`src/rtl/wb_ctrl_pkg.sv`:
```
// rtl/wb_ctrl_pkg.sv - shared register map constants and helpers for wb_ctrl_regs
package wb_ctrl_pkg;

  localparam logic [7:0] OFF_NR         = 8'h00;
  localparam logic [7:0] OFF_ID         = 8'h04;
  localparam logic [7:0] OFF_CTRL       = 8'h08;
  localparam logic [7:0] OFF_IRQ_STATUS = 8'h0C;
  localparam logic [7:0] OFF_IRQ_ENABLE = 8'h10;
  localparam logic [7:0] OFF_IRQ_FORCE  = 8'h14;
  localparam logic [7:0] OFF_VAL        = 8'h18;
  localparam logic [7:0] OFF_PANIC      = 8'h1C;
  localparam logic [7:0] OFF_SCRATCH    = 8'h20;

  localparam logic [31:0] ID_VALUE    = 32'h4669626f;
  localparam logic [31:0] SCRATCH_RST = 32'hf00df00d;

  function automatic logic [31:0] byte_merge(input logic [31:0] old_v,
                                             input logic [31:0] new_v,
                                             input logic [3:0]  sel);
    logic [31:0] res;
    for (int k = 0; k < 4; k++) begin
      res[8*k +: 8] = sel[k] ? new_v[8*k +: 8] : old_v[8*k +: 8];
    end
    return res;
  endfunction

endpackage

```
`src/rtl/wb_irq_ctrl.sv`:
```
// rtl/wb_irq_ctrl.sv - interrupt edge detect, status, enable and registered irq lines
module wb_irq_ctrl #(
  parameter int NUM_IRQ = 3
) (
  input  logic               clk_i,
  input  logic               rst_i,
  input  logic [NUM_IRQ-1:0] src_i,
  input  logic [NUM_IRQ-1:0] set_i,
  input  logic [NUM_IRQ-1:0] clr_i,
  input  logic               en_we_i,
  input  logic [NUM_IRQ-1:0] en_wdata_i,
  output logic [NUM_IRQ-1:0] status_o,
  output logic [NUM_IRQ-1:0] enable_o,
  output logic [NUM_IRQ-1:0] irq_o
);

  logic [NUM_IRQ-1:0] hist_q;
  logic [NUM_IRQ-1:0] status_q, status_d;
  logic [NUM_IRQ-1:0] enable_q, enable_d;
  logic [NUM_IRQ-1:0] irq_q;

  // Setting sources are OR-ed in after the clear so a coincident set wins.
  always_comb begin
    status_d = (status_q & ~clr_i) | (src_i & ~hist_q) | set_i;
    enable_d = en_we_i ? en_wdata_i : enable_q;
  end

  always_ff @(posedge clk_i) begin
    if (rst_i) begin
      hist_q   <= '0;
      status_q <= '0;
      enable_q <= '0;
      irq_q    <= '0;
    end else begin
      hist_q   <= src_i;
      status_q <= status_d;
      enable_q <= enable_d;
      irq_q    <= status_q & enable_q;
    end
  end

  assign status_o = status_q;
  assign enable_o = enable_q;
  assign irq_o    = irq_q;

endmodule

```
`src/rtl/wb_ctrl_regs.sv`:
```
// rtl/wb_ctrl_regs.sv - Wishbone control/status register block with irq, panic and scratch
module wb_ctrl_regs
  import wb_ctrl_pkg::*;
#(
  parameter logic [31:0] BASE_ADDRESS = 32'h3000_0000,
  parameter int          CLOCK_WIDTH  = 6,
  parameter int          NUM_SCRATCH  = 4,
  parameter int          NUM_IRQ      = 3,
  parameter int          VAL_WIDTH    = 30
) (
  input  logic                   wb_clk_i,
  input  logic                   wb_rst_i,
  input  logic                   wbs_stb_i,
  input  logic                   wbs_cyc_i,
  input  logic                   wbs_we_i,
  input  logic [3:0]             wbs_sel_i,
  input  logic [31:0]            wbs_adr_i,
  input  logic [31:0]            wbs_dat_i,
  output logic                   wbs_ack_o,
  output logic [31:0]            wbs_dat_o,
  input  logic [NUM_IRQ-1:0]     irq_src_i,
  input  logic [VAL_WIDTH-1:0]   val_i,
  output logic [NUM_IRQ-1:0]     irq_o,
  output logic                   switch_o,
  output logic [CLOCK_WIDTH-1:0] clock_sel_o,
  output logic                   panic_o
);

  logic [31:0] off;
  logic [7:0]  off_w;
  logic        in_win, fire, wr;
  logic        ack_q, ack_d;
  logic [31:0] dat_q, dat_d, rdata;
  logic        switch_q, panic_q;
  logic [CLOCK_WIDTH-1:0] clock_sel_q, clock_sel_new;
  logic [31:0] scratch_q [NUM_SCRATCH];
  logic [NUM_IRQ-1:0] irq_status, irq_enable, irq_set, irq_clr;
  logic        irq_en_we;

  // Unsigned offset from the base: anything below the base wraps high and falls out.
  assign off    = wbs_adr_i - BASE_ADDRESS;
  assign in_win = (off[31:8] == 24'h0);
  assign off_w  = off[7:0] & 8'hFC;
  assign fire   = wbs_stb_i & wbs_cyc_i & in_win & ~ack_q;
  assign wr     = fire & wbs_we_i;

  assign irq_set   = (wr && off_w == OFF_IRQ_FORCE && wbs_sel_i[0]) ? wbs_dat_i[NUM_IRQ-1:0] : '0;
  assign irq_clr   = (wr && off_w == OFF_IRQ_STATUS && wbs_sel_i[0]) ? wbs_dat_i[NUM_IRQ-1:0] : '0;
  assign irq_en_we = wr && off_w == OFF_IRQ_ENABLE && wbs_sel_i[0];

  wb_irq_ctrl #(
    .NUM_IRQ(NUM_IRQ)
  ) u_irq (
    .clk_i      (wb_clk_i),
    .rst_i      (wb_rst_i),
    .src_i      (irq_src_i),
    .set_i      (irq_set),
    .clr_i      (irq_clr),
    .en_we_i    (irq_en_we),
    .en_wdata_i (wbs_dat_i[NUM_IRQ-1:0]),
    .status_o   (irq_status),
    .enable_o   (irq_enable),
    .irq_o      (irq_o)
  );

  // clock_sel starts at CTRL bit 8, so each bit picks its own byte lane.
  always_comb begin
    clock_sel_new = clock_sel_q;
    for (int j = 0; j < CLOCK_WIDTH; j++) begin
      if (wbs_sel_i[(8 + j) / 8]) clock_sel_new[j] = wbs_dat_i[8 + j];
    end
  end

  always_comb begin
    rdata = '0;
    case (off_w)
      OFF_NR:         rdata = 32'(8 + NUM_SCRATCH);
      OFF_ID:         rdata = ID_VALUE;
      OFF_CTRL: begin
        rdata[0]                 = switch_q;
        rdata[8 +: CLOCK_WIDTH]  = clock_sel_q;
      end
      OFF_IRQ_STATUS: rdata = 32'(irq_status);
      OFF_IRQ_ENABLE: rdata = 32'(irq_enable);
      OFF_VAL:        rdata = 32'(val_i);
      OFF_PANIC:      rdata = {31'h0, panic_q};
      default: begin
        for (int i = 0; i < NUM_SCRATCH; i++) begin
          if (off_w == OFF_SCRATCH + 8'(4 * i)) rdata = scratch_q[i];
        end
      end
    endcase
  end

  always_comb begin
    ack_d = fire;
    dat_d = (fire && !wbs_we_i) ? rdata : '0;
  end

  always_ff @(posedge wb_clk_i) begin
    if (wb_rst_i) begin
      ack_q       <= 1'b0;
      dat_q       <= '0;
      switch_q    <= 1'b1;
      clock_sel_q <= CLOCK_WIDTH'(1);
      panic_q     <= 1'b0;
    end else begin
      ack_q <= ack_d;
      dat_q <= dat_d;
      if (wr && off_w == OFF_PANIC) begin
        panic_q  <= 1'b1;
        switch_q <= 1'b0;
      end else if (wr && off_w == OFF_CTRL) begin
        if (wbs_sel_i[0]) switch_q <= wbs_dat_i[0];
        clock_sel_q <= clock_sel_new;
      end
    end
  end

  always_ff @(posedge wb_clk_i) begin
    for (int i = 0; i < NUM_SCRATCH; i++) begin
      if (wb_rst_i) begin
        scratch_q[i] <= SCRATCH_RST;
      end else if (wr && off_w == OFF_SCRATCH + 8'(4 * i)) begin
        scratch_q[i] <= byte_merge(scratch_q[i], wbs_dat_i, wbs_sel_i);
      end
    end
  end

  assign wbs_ack_o   = ack_q;
  assign wbs_dat_o   = dat_q;
  assign switch_o    = switch_q;
  assign clock_sel_o = clock_sel_q;
  assign panic_o     = panic_q;

endmodule

```
`config.mk`:
```
export PLATFORM = sky130hd
export DESIGN_NAME = wb_ctrl_regs
export DESIGN_NICKNAME = d
export VERILOG_FILES = /design/src/rtl/wb_ctrl_pkg.sv /design/src/rtl/wb_irq_ctrl.sv /design/src/rtl/wb_ctrl_regs.sv
export SDC_FILE = /design/constraint.sdc
export NUM_CORES = 1
export LEC_CHECK = 0
export ABC_AREA = 1
export BUFFER_PORTS_ARGS = -buffer_cell sky130_fd_sc_hd__buf_2
export CAP_MARGIN = 10
export CELL_PAD_IN_SITES_DETAIL_PLACEMENT = 1
export CELL_PAD_IN_SITES_GLOBAL_PLACEMENT = 1
export CORE_ASPECT_RATIO = 1.1
export CORE_UTILIZATION = 42
export CTS_BUF_LIST = sky130_fd_sc_hd__clkbuf_16
export DETAILED_ROUTE_END_ITERATION = 7
export PLACE_DENSITY = 0.84
export SKIP_CTS_REPAIR_TIMING = 1
export SLEW_MARGIN = 20
export SYNTH_ARGS = -nofsm -noshare
export SYNTH_HDL_FRONTEND = slang
export SYNTH_SLANG_ARGS = --single-unit
```
`constraint.sdc`:
```
create_clock -name wb_clk_i -period 2.89 [get_ports wb_clk_i]
set_input_delay 0.1445 -clock wb_clk_i [delete_from_list [all_inputs] [get_ports wb_clk_i]]
set_output_delay 0.1445 -clock wb_clk_i [all_outputs]
set_load 0.05 [all_outputs]
```
======== Yosys cells after proc, flatten, opt, wreduce, memory -nomap -nowiden ========
Memory sizes are Yosys's and may differ from the RTL's.
Index checks and enable logic that the tools add are counted.
storage, ports and cells
  bits in registers ....................... 53
  bits in writable memories ............... 128
  bits of input ports ..................... 106
  output and inout port bits .............. 44
  logic and storage cells ................. 111
  memories ................................ 1
memory list
  memory     words  bits a word  read ports  clocked after Yosys merged registers in  wr ports  line                source
  scratch_q  4      32           4           0                                        4         wb_ctrl_regs.sv:36  logic [31:0] scratch_q [NUM_SCRATCH];
cells by class
  add/subtract/negate cells ............... 1
  equal/unequal tests ..................... 11
  mux-type cells .......................... 47
  bitwise gates (word level) .............. 18
  reductions and logical operators ........ 24
operator list
  cell                      count
  $mux W32                  8
  $mux W8                   16
  $pmux W18 S3              1
  $pmux W7 S6               1
  $sub A32 B30 Y32 const B  1
  $eq A6 B3 Y1 const B      4
  $eq A6 B4 Y1 const B      4
  $logic_not A24 Y1         1
  $pmux W6 S4               1
  $mux W1                   17
  $logic_and A1 B1 Y1       13
  $eq A6 B2 Y1 const B      2
  $and A3 B3 Y3             3
  $logic_not A8 Y1          1
  $pmux W1 S7               1
  $eq A6 B1 Y1 const B      1
  $mux W3                   2
  $not A3 Y3                2
  $or A3 B3 Y3              2
  $reduce_or A5 Y1          1
  $and A1 B1 Y1             4
  $or A1 B1 Y1              4
  $reduce_bool A2 Y1        2
  $reduce_or A2 Y1          2
  5 further kinds           7

======== Logic depth before layout (Yosys ltp) ========
Gate-level depths: netlist of run 1.
  word-level depth ........................ 12
  depth in mapped cells ................... 12
  gate-level depth less buffers ........... 12

======== By module ========
Synthesis of run 1 repeated with hierarchy kept, for this count alone.
unflattened totals
  cell total of the unflattened synthesis .. 867
  area total of the unflattened synthesis .. 8,052.7 sq um
modules (own cells, without submodules)
  module        times used  cells each  area each (sq um)  seq. area each (sq um)
  wb_ctrl_regs  1           808         7,628.6            4,664.5
  wb_irq_ctrl   1           59          424.2              240.2

======== Least setup slack after synthesis of run 1 ========
OpenSTA, ideal clock, no wires.
  kind .................................... flip-flop to flip-flop
  start point ............................. register ack_q (netlist: wbs_ack_o)
  end point ............................... memory scratch_q[0][10], enable pin
  library setup time ...................... 0.384 ns
  data arrival time ....................... 1.912 ns
  required time ........................... 2.506 ns
  slack ................................... 0.594 ns
  cell stages (with the launch flop) ...... 8
  buffers on the path ..................... 0
  clock period less this slack ............ 2.296 ns
  cell sequence ........................... dfxtp_1 > nor2_1 > nand3_1 > nor2_4 > nand2_2 > nor3_4 > inv_2 > o21ai_0
RTL lines
  element                   line                 source
  start: declaration        wb_ctrl_regs.sv:32   logic ack_q, ack_d;
  start signal: assignment  wb_ctrl_regs.sv:108  ack_q <= ack_d;
  end: declaration          wb_ctrl_regs.sv:36

==> results.sh, run 1 <==
export IMPL_area_delta_synth_final_pct=22.7
export IMPL_layout_drive_gt1_share_pct=22.5
export IMPL_register_area_sq_um=4900
export IMPL_ys_types=36
export IMPL_slew_headroom_pct=46.0
export IMPL_drtIter0Drc=363
export IMPL_synthCells=834
export IMPL_pre_cts_slack_ns=0.556
export IMPL_multi_input_area_sq_um=2280
export IMPL_synth_top_area_cell="edfxtp_1"
export IMPL_cap_violations=0
export IMPL_ys_ff_latch=181
export IMPL_worstHoldPathType="in2reg"
export IMPL_yosysTopAreaCellShare_pct=49.1
export IMPL_critPathSlowestCell="o21ai_0"
export IMPL_diodes=0
export IMPL_htree_levels=4
export IMPL_fillCellCount=2137
export IMPL_arrival_ns=2.47
export IMPL_grt_use_total_pct=26.0
export IMPL_cp_top_family="simple AND/OR/NAND/NOR gates"
export IMPL_grt_pass1_wl_mm=37.4
export IMPL_async_flop_share_pct=0
export IMPL_synth_most_common_cell="nand2_1"
export IMPL_finalNetCount=1110
export IMPL_slowest_delay_ns=0.44
export IMPL_ys_top_cells_by_count="nand2_1 (185), edfxtp_1 (128), nor2_1 (118)"
export IMPL_vias=6725
export IMPL_path_buf_inv=2
export IMPL_syn_area_sq_um=7820
export IMPL_p_leak_nw=4.03
export IMPL_critical_path_required_ns=3.03
export IMPL_die_width_um=132
export IMPL_vias_per_cell=5.36
export IMPL_cts_inserted_buffers=17
export IMPL_wl_per_cell_um=19.7
export IMPL_final_min_clock_period_ns=2.34
export IMPL_gp_congestion=0.796
export IMPL_setup_tns_final_ns=0
export IMPL_drc_errors=0
export IMPL_end_kind="flop"
export IMPL_syn_nets=940
export IMPL_worst_slew_pin_slew_ns=0.809
export IMPL_yosys_top_cells_area="edfxtp_1 (49%), dfxtp_1 (14%), nand2_1 (8.9%)"
export IMPL_synth_warnings=0
export IMPL_dieArea_sq_um=19200
export IMPL_cts_tree="yes"
export IMPL_numPortBuffers=147
export IMPL_crit_fanout=21
export IMPL_setup_violations=0
export IMPL_clock_root_buffer="clkbuf_16"
export IMPL_startpoint_type="flop"
export IMPL_fin_skew_ns=0.0161
export IMPL_synthFlopType="edfxtp_1"
export IMPL_dr_pass1_iters=7
export IMPL_postSynthAreaPerCell_sq_um=9.38
export IMPL_drt_total_wl_mm=24.7
export IMPL_hold_viol=4
export IMPL_powerDensity_nw_per_um2=583
export IMPL_clock_latency_ns=0.44
export IMPL_clk_pin_slew_ns=0.07
export IMPL_timing_hold_ws_ns=-0.0149
export IMPL_antenna_found_initial=0
export IMPL_worst_slack_ns=0.554
export IMPL_fin_crit_sh_pct=80.8
export IMPL_grt_max_degree=33
export IMPL_grt_setup_unrepaired="false"
export IMPL_coreArea_sq_um=18000
export IMPL_finalMaxSlewViolations=0
export IMPL_final_antenna_net_count=0
export IMPL_dp_hpwl_mm=16.0
export IMPL_synth_edf_count=128
export IMPL_max_freq_mhz=428
export IMPL_gr_total_overflow=0
export IMPL_start_util_pct=43.5
export IMPL_violations="negative hold slack"
export IMPL_cts_sinks=181
export IMPL_fp_dieH_um=145
export IMPL_seq_area_frac_synth_pct=62.7
export IMPL_grt_pass1_vias=6993
export IMPL_irDropWorstVdd_mv=0.416
export IMPL_status="finished with violations"
export IMPL_ios=150
export IMPL_cp_cell_sequence="nor2_1, nand3_1, nor2_4, nand2_2, nor3_4, inv_2, o21ai_0, buf_4"
export IMPL_critPathKind="reg2reg"
export IMPL_std_cell_rows=51
export IMPL_clk_path_buf_depth=2
sequential cells by signal, indices dropped and copies added, names as in the netlist:
name / flops
u_irq.hist_q: 3
clock_sel_o: 6
wbs_dat_o: 32
panic_o: 1
u_irq.enable_o: 3
u_irq.status_o: 3
wbs_ack_o: 1
scratch_q: 128
switch_o: 1
u_irq.irq_o: 3
cell type report:
class                           count  share of cell area [%]
Clock buffer                       17                    4.43
Clock inverter                     15                    1.79
Inverter                          111                    4.34
Multi-Input combinational cell    502                    23.8
Sequential cell                   181                    51.1
Tap cell                          238                    3.10
Timing Repair Buffer              191                    11.4
worst reg2reg max path: stages (launching register included):
cell and delay (ns):
dfxtp_1 0.32, nor2_1 0.11, nand3_1 0.13, nor2_4 0.21
nand2_2 0.15, nor3_4 0.19, inv_2 0.23, o21ai_0 0.45
buf_4 0.25
cells by family (layout without fill, tap and decap cells):
| kind of cell | Yosys count | after routing | share of synthesized area (%) |
|---|---|---|---|
| DFF | 181 | 181 | 62.7 |
| buffers and inverters | 151 | 334 | 8.11 |
| AOI/OAI and AO/OA | 136 | 136 | 9.79 |
| and+or+nand+nor | 366 | 366 | 19.4 |
cells in the final DEF (no fill, tap or decap), drive strengths merged, types with 5 or more instances in the layout:
master / instances
inv: 114
o21ai: 38
nand4: 16
dlygate4sd3: 12
a21oi: 56
buf: 179
o21a: 5
edfxtp: 128
nor2: 123
clkbuf: 17
nand3: 27
nand2: 189
a31oi: 22
clkinv: 7
dfxtp: 53
nor3: 6
layer usage:
layer / part of all wire (%) / vias up / wire length, um / global-route usage [%]
met1: 39 / 3322 / 9620 / 29.4
met4: 3.8 / 0 / 929 / 13.5
met5: 0 / - / 0 / 0
li1: - / 3088 / - / -
met2: 52 / 254 / 12900 / 46.6
met3: 5.0 / 61 / 1250 / 4.33
through the flow:
step | hold WS, ns | utilization (%) | cells | total power, mW | instance area (sq um)
finish | -0.0149 | 53.3 | 1255 | 5.60 | 9600
global placement | 0.355 | 49.3 | 1211 | 3.22 | 8880
floorplan | 0.265 | - | 834 | 3.07 | 7820
global route | 0.00124 | 53.3 | 1255 | 5.74 | 9600
CTS | -0.0839 | 52.7 | 1243 | 5.59 | 9480
detailed placement | 0.362 | 49.3 | 1211 | 3.24 | 8880
path summary, 6_finish.rpt:
check                                        from               end  slack (ns)  cells past startpoint
worst min-delay path                    val_i[17]     wbs_dat_o[17]       -0.01                      3
worst min register to register  u_irq.status_o[0]    u_irq.irq_o[0]        0.48                      2
worst max-delay path                    wbs_ack_o  scratch_q[0][11]        0.55                      8
worst max register to register          wbs_ack_o  scratch_q[0][11]        0.55                      8
where the power goes:
group | switching [mW] | internal, mW
sequential | 0.0317 | 2.86
combinational | 0.197 | 0.113
clock | 0.968 | 1.42
(Power assumes the default switching activity.)
==> run 2, diff against run 1 <==
CORE_UTILIZATION = 38   (was 42)
PLACE_DENSITY = 0.8   (was 0.84)
clock period = 2.05 ns   (was 2.89 ns; I/O delays follow)
==> results.sh, run 2 (synthesis gave the netlist of run 1 again) <==
export IMPL_ios=150
export IMPL_start_util_pct=39.1
export IMPL_cts_tree="yes"
export IMPL_numPortBuffers=147
export IMPL_setup_violations=0
export IMPL_layout_commonest_cell="nand2_1"
export IMPL_finalNetCount=1146
export IMPL_fin_crit_sh_pct=94.8
export IMPL_timing_hold_ws_ns=-0.0140
export IMPL_cts_sinks=181
export IMPL_p_leak_nw=4.18
export IMPL_coreArea_sq_um=20000
export IMPL_dp_hpwl_mm=16.9
export IMPL_diodes=0
export IMPL_switchingPower_mw=1.73
export IMPL_p_clk_share_pct=39.1
export IMPL_largest_register_ffs=128
export IMPL_antenna_found_initial=0
export IMPL_finalMaxSlewViolations=0
export IMPL_vias=6708
export IMPL_clk_path_buf_depth=2
export IMPL_dpl_cell_count=1240
export IMPL_reg2reg_depth=8
export IMPL_dr_pass1_iters=8
export IMPL_final_cell_mix="nand2_1 (185), buf_2 (147), edfxtp_1 (128)"
export IMPL_std_cell_rows=54
export IMPL_die_width_um=139
export IMPL_fp_dieH_um=152
export IMPL_critical_path_required_ns=2.19
export IMPL_htree_levels=4
export IMPL_drc_errors=9
export IMPL_wl_per_cell_um=19.0
export IMPL_worst_slew_pin_slew_ns=0.584
export IMPL_clock_latency_ns=0.43
export IMPL_drtIter0Drc=454
export IMPL_fillCellCount=2338
export IMPL_drt_total_wl_mm=24.8
export IMPL_grt_use_total_pct=22.9
export IMPL_cap_violations=0
export IMPL_fin_skew_ns=0.00763
export IMPL_area_delta_synth_final_pct=27.0
export IMPL_dieArea_sq_um=21200
export IMPL_status="finished with violations"
export IMPL_gp_congestion=0.817
export IMPL_clk_pin_slew_ns=0.07
export IMPL_irDropWorstVdd_mv=0.664
export IMPL_violations="design-rule violations, negative hold slack"
export IMPL_fin_cells=1305
export IMPL_max_freq_mhz=515
export IMPL_hold_viol=5
export IMPL_whs_path_depth=3
export IMPL_pwr_share_comb_pct=6.5
export IMPL_top_register="scratch_q"
export IMPL_arrival_ns=2.08
export IMPL_totalPowerFinal_mw=7.49
export IMPL_grt_max_degree=23
export IMPL_worstHoldPathType="in2reg"
export IMPL_grt_pass1_wl_mm=36.6
export IMPL_vias_per_cell=5.14
export IMPL_clock_root_buffer="clkbuf_16"
export IMPL_grt_pass1_vias=6903
export IMPL_cts_inserted_buffers=17
export IMPL_multi_input_area_sq_um=2330
export IMPL_swShare_pct=23.1
export IMPL_final_min_clock_period_ns=1.94
export IMPL_end_kind="flop"
export IMPL_register_area_sq_um=4900
export IMPL_critPathKind="reg2reg"
export IMPL_p_int_mw=5.76
export IMPL_final_antenna_net_count=0
export IMPL_crit_fanout=13
export IMPL_seq_power_share_pct=54.4
export IMPL_startpoint_type="flop"
export IMPL_layout_drive_gt1_share_pct=24.3
export IMPL_slew_headroom_pct=60.8
export IMPL_powerDensity_nw_per_um2=754
export IMPL_gr_total_overflow=0
export IMPL_grt_setup_unrepaired="true"
[run 2: worst max-delay path, cell delays in order (launching register included)]
cell	delay, ns
dfxtp_1	0.32
nor2_1	0.10
nand3_1	0.13
nor2_4	0.15
nand2_2	0.11
nor2_4	0.17
nand2_2	0.25
o21ai_1	0.21
buf_4	0.21
[run 2: layout make-up]
class / instances / area share, %
Timing Repair Buffer: 227 / 14.5
Clock buffer: 17 / 4.28
Inverter: 111 / 4.23
Clock inverter: 15 / 0.957
Tap cell: 252 / 3.17
Multi-Input combinational cell: 502 / 23.5
Sequential cell: 181 / 49.4
[run 2: power by group through the flow]
stage | Clock (mW) | Combinational (mW) | Sequential, mW
global route | 3.12 | 0.528 | 4.09
detailed placement | 0 | 0.428 | 4.16
floorplan | 0 | 0.189 | 4.14
global placement | 0 | 0.412 | 4.14
finish | 2.93 | 0.484 | 4.08
CTS | 2.97 | 0.431 | 4.08
[run 2: path summary, 6_finish.rpt]
| path | startpoint | slack, ns | to |
|---|---|---|---|
| hold / removal | wbs_dat_i[16] | -0.01 | scratch_q[3][16] |
| setup / recovery | wbs_ack_o | 0.11 | scratch_q[1][27] |
| hold reg to reg | u_irq.status_o[0] | 0.47 | u_irq.irq_o[0] |
| setup reg to reg | wbs_ack_o | 0.11 | scratch_q[1][27] |
[run 2: per-stage QoR]
step           TNS (ns)  cell area (sq um)  worst slack (ns)  util (%)
4_1_cts               0               9580            0.0459      47.9
3_5_place_dp          0               9060            0.0379      45.3
5_1_grt          -0.392               9940           -0.0288      49.7
2_1_floorplan     -4.18               7850            -0.130         -
6_report              0               9940             0.107      49.7
3_3_place_gp          0               9060             0.114      45.3
[run 2: routing by layer]
layer  wire [um]  GRT usage [%]
met1        9820           26.0
met2       13300           42.6
met3        1110           4.53
met4         609           8.04
met5           0              0
==> run 3, diff against run 2 <==
CELL_PAD_IN_SITES_DETAIL_PLACEMENT = default   (was 1)
CELL_PAD_IN_SITES_GLOBAL_PLACEMENT = default   (was 1)
CORE_UTILIZATION = 50   (was 38)
RECOVER_POWER = 25   (was default)
==> results.sh, run 3 (synthesis gave the netlist of run 1 again) <==
export IMPL_status="finished with violations"
export IMPL_violations="negative hold slack"
export IMPL_grt_max_degree=24
export IMPL_critPathKind="reg2reg"
export IMPL_finalMaxSlewViolations=0
export IMPL_die_width_um=121
export IMPL_clk_pin_slew_ns=0.07
export IMPL_drtIter0Drc=608
export IMPL_vias=6620
export IMPL_dieArea_sq_um=16200
export IMPL_grt_use_total_pct=25.5
export IMPL_fin_cells=1242
export IMPL_cts_inserted_buffers=17
export IMPL_crit_fanout=12
export IMPL_setup_violations=0
export IMPL_grt_pass1_wl_mm=30.8
export IMPL_layout_commonest_cell="nand2_1"
export IMPL_irDropWorstVdd_mv=0.503
export IMPL_worst_slew_pin_slew_ns=0.612
export IMPL_dpl_cell_count=1184
export IMPL_vias_per_cell=5.33
export IMPL_coreArea_sq_um=15200
export IMPL_final_antenna_net_count=0
export IMPL_gp_congestion=0.851
export IMPL_startpoint_type="flop"
export IMPL_std_cell_rows=47
export IMPL_cap_violations=0
export IMPL_setup_tns_final_ns=0
export IMPL_end_kind="flop"
export IMPL_timing_hold_ws_ns=-0.0428
export IMPL_numPortBuffers=147
export IMPL_totalPowerFinal_mw=7.79
export IMPL_worstHoldPathType="in2reg"
export IMPL_fin_crit_sh_pct=95.2
export IMPL_ios=150
export IMPL_drc_errors=0
export IMPL_p_leak_nw=3.99
export IMPL_final_area_sq_um=9790
export IMPL_cts_tree="yes"
export IMPL_reg2reg_depth=8
export IMPL_clock_root_buffer="clkbuf_16"
export IMPL_dp_hpwl_mm=13.6
export IMPL_dpl_cell_area_sq_um=8980
export IMPL_arrival_ns=2.08
export IMPL_hold_viol=9
export IMPL_largest_register_ffs=128
export IMPL_wl_per_cell_um=16.4
export IMPL_cts_sinks=181
export IMPL_fin_skew_ns=0.00979
export IMPL_final_cell_mix="nand2_1 (185), edfxtp_1 (128), nor2_1 (118)"
export IMPL_whs_path_depth=3
export IMPL_worst_slack_ns=0.0977
export IMPL_grt_pass1_vias=6093
export IMPL_slew_headroom_pct=59.4
export IMPL_diodes=0
export IMPL_dr_pass1_iters=5
export IMPL_layout_drive_gt1_share_pct=20.7
export IMPL_antenna_found_initial=0
export IMPL_powerDensity_nw_per_um2=796
export IMPL_gr_total_overflow=0
export IMPL_start_util_pct=51.6
export IMPL_fp_dieH_um=133
export IMPL_clock_latency_ns=0.42
export IMPL_final_min_clock_period_ns=1.95
export IMPL_htree_levels=4
export IMPL_finalNetCount=1139
export IMPL_area_delta_synth_final_pct=25.1
export IMPL_pre_cts_slack_ns=0.118
export IMPL_critical_path_required_ns=2.18
export IMPL_max_freq_mhz=512
export IMPL_drt_total_wl_mm=20.4
export IMPL_top_register="scratch_q"
export IMPL_clk_path_buf_depth=2
export IMPL_grt_setup_unrepaired="true"
-- run 3: path summary, 6_finish.rpt --
path                           from               end  slack, ns
setup reg to reg          wbs_ack_o  scratch_q[1][10]        0.1
setup / recovery          wbs_ack_o  scratch_q[1][10]        0.1
hold reg to reg   u_irq.status_o[0]    u_irq.irq_o[0]       0.46
hold / removal             val_i[3]      wbs_dat_o[3]      -0.04
-- run 3: cell type report --
| type | count | area [sq um] |
|---|---|---|
| Sequential cell | 181 | 4900 |
| Multi-Input combinational cell | 502 | 2310 |
| Timing Repair Buffer | 220 | 1310 |
| Clock inverter | 15 | 165 |
| Clock buffer | 17 | 425 |
| Inverter | 111 | 423 |
| Tap cell | 196 | 245 |
| Fill cell | 1180 | 5390 |
-- run 3: per-stage QoR --
step / utilization [%] / hold WS, ns
after detailed placement: 59.2 / 0.326
after floorplan: - / 0.223
after CTS: 63.1 / -0.115
after global placement: 59.2 / 0.312
final: 64.5 / -0.0428
after global routing: 64.5 / 0.00321
-- run 3: report_power, final --
group / internal (mW) / total, mW / leakage, nW / switching (mW)
Combinational: 0.187 / 0.454 / 2.02 / 0.268
Sequential: 4.04 / 4.07 / 1.68 / 0.0376
Clock: 1.90 / 3.26 / 0.291 / 1.36
-- run 3: metal layers --
| metal | share of wire (%) | GRT usage, % | up-vias |
|---|---|---|---|
| li1 | - | - | 3151 |
| met1 | 38 | 31.6 | 3075 |
| met2 | 51 | 44.1 | 344 |
| met3 | 9.4 | 5.27 | 50 |
| met4 | 2.3 | 8.71 | 0 |
| met5 | 0 | 0 | - |
-- run 3: critical path: stages (launching register included) --
cell	delay, ns
dfxtp_1	0.32
nor2_1	0.11
nand3_1	0.13
nor2_4	0.19
nand2_2	0.13
nor2_4	0.15
nand2_2	0.21
o21ai_2	0.21
buf_4	0.20
